==> src/rtl/led_string_serializer.sv <==
// Single-wire NRZ encoder for one addressable LED string: double-buffered
// 24-bit pixels shifted MSB-first as fixed-period pulses, plus frame latch.
module led_string_serializer #(
    parameter int BITS_PER_PIXEL = 24,
    parameter int T_BIT          = 25,
    parameter int T0H            = 8,
    parameter int T1H            = 16,
    parameter int T_LATCH        = 1200
) (
    input  logic                      clk,
    input  logic                      reset,
    input  logic [BITS_PER_PIXEL-1:0] pixel_data,
    input  logic                      pixel_valid,
    output logic                      pixel_ready,
    input  logic                      frame_end,
    output logic                      busy,
    output logic                      underrun,
    output logic                      led_sdi
);

    localparam int PW = $clog2(T_BIT);
    localparam int BW = $clog2(BITS_PER_PIXEL);
    localparam int LW = $clog2(T_LATCH + 1);

    localparam logic [PW-1:0] PH_LAST = PW'(T_BIT - 1);
    localparam logic [PW-1:0] TH_ONE  = PW'(T1H);
    localparam logic [PW-1:0] TH_ZERO = PW'(T0H);
    localparam logic [BW-1:0] BN_LAST = BW'(BITS_PER_PIXEL - 1);
    localparam logic [LW-1:0] LC_LAST = LW'(T_LATCH - 1);

    typedef enum logic [1:0] {
        IDLE,
        SEND,
        LATCH
    } state_t;

    state_t                    state, state_d;
    logic [BITS_PER_PIXEL-1:0] hold, hold_d;
    logic [BITS_PER_PIXEL-1:0] shift, shift_d;
    logic                      hold_full, hold_full_d;
    logic                      fe_pend, fe_pend_d;
    logic [PW-1:0]             phase, phase_d;
    logic [BW-1:0]             bitn, bitn_d;
    logic [LW-1:0]             lcnt, lcnt_d;
    logic                      led_d;
    logic                      underrun_d;
    logic                      fe_consume;
    logic [PW-1:0]             thr;

    assign pixel_ready = !hold_full;
    assign busy        = (state != IDLE) || hold_full;
    assign thr         = shift[BITS_PER_PIXEL-1] ? TH_ONE : TH_ZERO;

    always_comb begin
        state_d     = state;
        hold_d      = hold;
        shift_d     = shift;
        hold_full_d = hold_full;
        phase_d     = phase;
        bitn_d      = bitn;
        lcnt_d      = lcnt;
        led_d       = 1'b0;
        underrun_d  = 1'b0;
        fe_consume  = 1'b0;

        // Transfer and hold consumption are mutually exclusive (ready = !hold_full).
        if (pixel_valid && !hold_full) begin
            hold_d      = pixel_data;
            hold_full_d = 1'b1;
        end

        case (state)
            IDLE: begin
                if (hold_full) begin
                    shift_d     = hold;
                    hold_full_d = 1'b0;
                    phase_d     = '0;
                    bitn_d      = '0;
                    state_d     = SEND;
                end else if (fe_pend) begin
                    fe_consume = 1'b1;
                    lcnt_d     = '0;
                    state_d    = LATCH;
                end
            end
            SEND: begin
                led_d = (phase < thr);
                if (phase == PH_LAST) begin
                    phase_d = '0;
                    shift_d = {shift[BITS_PER_PIXEL-2:0], 1'b0};
                    bitn_d  = bitn + 1'b1;
                    if (bitn == BN_LAST) begin
                        bitn_d = '0;
                        if (hold_full) begin
                            shift_d     = hold;
                            hold_full_d = 1'b0;
                        end else if (fe_pend) begin
                            fe_consume = 1'b1;
                            lcnt_d     = '0;
                            state_d    = LATCH;
                        end else begin
                            underrun_d = 1'b1;
                            state_d    = IDLE;
                        end
                    end
                end else begin
                    phase_d = phase + 1'b1;
                end
            end
            LATCH: begin
                if (lcnt == LC_LAST) begin
                    state_d = IDLE;
                end else begin
                    lcnt_d = lcnt + 1'b1;
                end
            end
            default: state_d = IDLE;
        endcase

        // A frame_end arriving on the very cycle the pending one is consumed is absorbed.
        fe_pend_d = fe_pend;
        if (fe_consume) begin
            fe_pend_d = 1'b0;
        end else if (frame_end && (state != LATCH)) begin
            fe_pend_d = 1'b1;
        end
    end

    always_ff @(posedge clk) begin
        if (reset) begin
            state     <= IDLE;
            hold      <= '0;
            shift     <= '0;
            hold_full <= 1'b0;
            fe_pend   <= 1'b0;
            phase     <= '0;
            bitn      <= '0;
            lcnt      <= '0;
            led_sdi   <= 1'b0;
            underrun  <= 1'b0;
        end else begin
            state     <= state_d;
            hold      <= hold_d;
            shift     <= shift_d;
            hold_full <= hold_full_d;
            fe_pend   <= fe_pend_d;
            phase     <= phase_d;
            bitn      <= bitn_d;
            lcnt      <= lcnt_d;
            led_sdi   <= led_d;
            underrun  <= underrun_d;
        end
    end

endmodule

==> config.mk <==
export PLATFORM = sky130hd
export DESIGN_NAME = led_string_serializer
export DESIGN_NICKNAME = d
export VERILOG_FILES = /design/src/rtl/led_string_serializer.sv
export SDC_FILE = /design/constraint.sdc
export NUM_CORES = 1
export LEC_CHECK = 0
export ABC_AREA = 1
export BUFFER_PORTS_ARGS = -buffer_cell sky130_fd_sc_hd__buf_4
export CORE_MARGIN = 2
export CORE_UTILIZATION = 53
export DETAILED_ROUTE_END_ITERATION = 6
export PLACE_DENSITY = 0.75
export SLEW_MARGIN = 25
export SYNTH_ARGS = -nofsm -noshare
export SYNTH_HDL_FRONTEND = slang
export SYNTH_SLANG_ARGS = --single-unit
==> constraint.sdc <==
create_clock -name clk -period 1.5 [get_ports clk]
set_clock_uncertainty 0.05 [all_clocks]
set_input_delay 0.15 -clock clk [delete_from_list [all_inputs] [get_ports clk]]
set_output_delay 0.15 -clock clk [all_outputs]
set_load 0.02 [all_outputs]
==> summary.json <==
{
  "logic_synthesis": {
    "synthesis.yosys.warnings": 0,
    "netlist.area_leader.share_pct": 42.8,
    "yosys-top-cells-area": "dfxtp_1 43%, nor2_1 13%, nand2_1 8.7%",
    "syn-cell-area_sq_um": 3510,
    "synthesized_area_divided_by_synthesized_cell_count_sq_um": 6.65,
    "synthesis.nets": 560,
    "synth.yosys.seq_area_share_pct": 42.8,
    "flip_flop_and_latch_count_after_synthesis": 75,
    "gate_count_post_synth": 527,
    "synth.lib_cells_used.distinct": 29,
    "netlist.top_cell.by_area": "dfxtp_1"
  },
  "timing": {
    "max-slew-margin-rel_pct": 77.6,
    "layout_worst_path_cycle_share_pct": 107,
    "rsz_0062_raised_after_global_routing": "yes",
    "slew_violations": 0,
    "max_clock_freq_mhz": 620,
    "min_period_ns": 1.61,
    "report.final.hold_viol_count": 0,
    "final.setup.worst_slack_ns": -0.112,
    "transition_at_the_pin_with_the_smallest_max_transition_slack_ns": 0.336,
    "setup_viol": 23
  },
  "outcome": {
    "outcome": "finished, violations left",
    "violations": "negative setup slack"
  },
  "worst_setup_path": {
    "endpoint": "shift[1]",
    "r2r-end": "shift[1]",
    "ff2ff_path_depth": 10,
    "cp_data_arrival_time_ns": 1.82,
    "cp.required_ns": 1.70,
    "critical_path_fanout_max": 6,
    "timing.critical_path.from": "bitn[0]",
    "setup.worst_path.start_class": "flip-flop",
    "rr_startpoint": "bitn[0]",
    "r2r_setup_slack_ns": -0.11,
    "cp-end-kind": "flip-flop",
    "crit_type": "flip-flop to flip-flop"
  },
  "drt": {
    "viasPerCell": 5.25,
    "drcViolationCount": 0,
    "dr_total_vias": 3704,
    "finalWirelength_microns": 9570,
    "wire_per_inst_microns": 13.6,
    "drt_iter0_markers": 170,
    "antenna_violating_nets_post_route": 0,
    "firstDrtPassIters": 5
  },
  "die": {
    "design.die.area_sq_um": 7280,
    "io-pin-count": 32,
    "dieHeight_microns": 85.3,
    "core_area_sq_um": 6390,
    "die_x_microns": 85.3,
    "start_util_pct": 54.9,
    "placementRows": 29
  },
  "clock_network": {
    "h-tree-depth": 3,
    "clock_sink_count": 75,
    "cts_made_buffers": 9,
    "cts-root-to-sink-buffers": 2,
    "clock_latency_on_the_worst_skew_pair_ns": 0.35,
    "cts_tree": "built",
    "cts_root_buffer": "clkbuf_8",
    "clk_transition_reported_paths_ns": 0.08
  },
  "layout": {
    "fin_util_pct": 77.9,
    "leading_cell_types_in_the_layout_fill_and_taps_excluded": "102 x nor2_1, 75 x buf_4, 73 x nand2_1, 66 x dfxtp_1, 63 x inv_1",
    "drive_above_1_share_pct": 28.1,
    "syn_to_final_growth_pct": 41.8,
    "final_nets": 657,
    "final_common_cell": "nor2_1",
    "post_layout_nonfiller_instances": 706,
    "antenna_cells": 0
  },
  "pwr": {
    "power.ir.vdd_worst_mv": 0.993,
    "powerDensity_nw_per_um2": 1430,
    "total_power_mw": 7.09,
    "power.static_leakage_nw": 2.35
  },
  "global_route": {
    "grt_start_max_net_pins": 47,
    "grt_pass1_vias": 3478,
    "initial_antenna_violation_count": 0,
    "globalRouteTotalUtil_pct": 25.7,
    "globalRouteOverflowTotal": 0,
    "grt_pass1_wl_microns": 15100
  },
  "placement": {
    "pre_cts_ws_ns": -0.0556,
    "dp_hpwl_microns": 5200,
    "placedCellCount": 657,
    "port_buffers": 31,
    "place.gp.congestion": 0.862
  },
  "worst_hold_path": {
    "class_of_the_tightest_hold_or_removal_check": "input pin to flip-flop",
    "hold-path-cell-count": 3
  },
  "flow_run": {
    "cap_viol_max_count": 0
  }
}
## synth_stat cells (all sizes together)
cell    count
nor2      127
buf        11
clkbuf      9
ha          5
inv        74
o211ai      1
nand3      20
o21bai      1
nor3        3
a21oi      25
dfxtp      75
nand4       4
a31o        1
a22oi       1
o21a        2
nor4        1
o21ai      76
nand2      84
xor2        6
nand3b      1
## worst min-delay path by stage
stage              startpoint  endpoint  slack [ns]
2_1_floorplan       frame_end   fe_pend        0.26
3_3_place_gp   pixel_data[11]  hold[11]        0.35
3_5_place_dp   pixel_data[17]  hold[17]        0.36
4_1_cts        pixel_data[22]  hold[22]      0.0006
5_1_grt        pixel_data[19]  hold[19]       0.004
6_report        pixel_data[9]   hold[9]        0.01
## layout make-up
| cell class | count | area [sq um] |
|---|---|---|
| Timing Repair Buffer | 105 | 971 |
| Sequential cell | 75 | 1520 |
| Multi-Input combinational cell | 358 | 1880 |
| Fill cell | 439 | 1410 |
| Timing Repair inverter | 1 | 7.51 |
| Clock inverter | 6 | 65.1 |
| Clock buffer | 10 | 138 |
| Inverter | 74 | 294 |
| Tap cell | 77 | 96.3 |
## critical path: stages (launching register included)
cell and delay (ns):
dfxtp_2 0.34, ha_4 0.16, nand2_4 0.07, nor2_4 0.04, a21oi_4 0.22, clkinv_4 0.15
buf_12 0.16, nor2_1 0.14, o21ai_1 0.08, nand2_1 0.06, inv_1 0.04
## registers in the layout (all words and copies together) (netlist names)
signal     count
bitn           5
phase          5
hold          24
shift         24
state          2
lcnt          11
fe_pend        1
led_sdi        1
underrun       1
hold_full      1
## power breakdown
group	internal, mW	switching, mW
clock	0.813	0.779
combinational	1.29	1.52
sequential	2.38	0.302
## cells by family (layout without fill, tap and decap cells)
kind of cell             after synthesis  after routing  synth area share (%)
buffers and inverters                 94            196                  10.3
AND/OR/NAND/NOR                      240            240                  27.6
flip-flops                            75             75                  42.8
adder cells (fa/ha/maj)                5              5                  1.78
AO/OA/AOI/OAI                        107            107                  15.9
XOR/XNOR                               6              6                  1.50
## repair_timing
item	in CTS	in global routing
pin swaps	8	16
cloned	2	2
hold buffers	16	0
endpoints found under the hold margin	16	0
setup buffers	7	6
endpoints found under the setup margin	34	66
resized for setup	33	72
## stage by stage
stage               instance area, sq um  hold slack (ns)  setup TNS (ns)
floorplan                           3550            0.259               0
global placement                    4150            0.350         -0.0584
detailed placement                  4150            0.357          -0.898
CTS                                 4690         0.000551               0
global route                        4970          0.00363           -3.35
finish                              4970           0.0105           -1.05
## routing by layer
| layer | wire length [microns] | vias to the layer above | share of wire, % | global-route usage (%) |
|---|---|---|---|---|
| met4 | 307 | 0 | 3.2 | 12.4 |
| met2 | 4740 | 103 | 50 | 44.8 |
| met1 | 4070 | 1727 | 43 | 30.8 |
| met5 | 0 | - | 0 | 0 |
| li1 | - | 1847 | - | - |
| met3 | 447 | 27 | 4.7 | 4.09 |
Power figures use the tool's default switching activity.
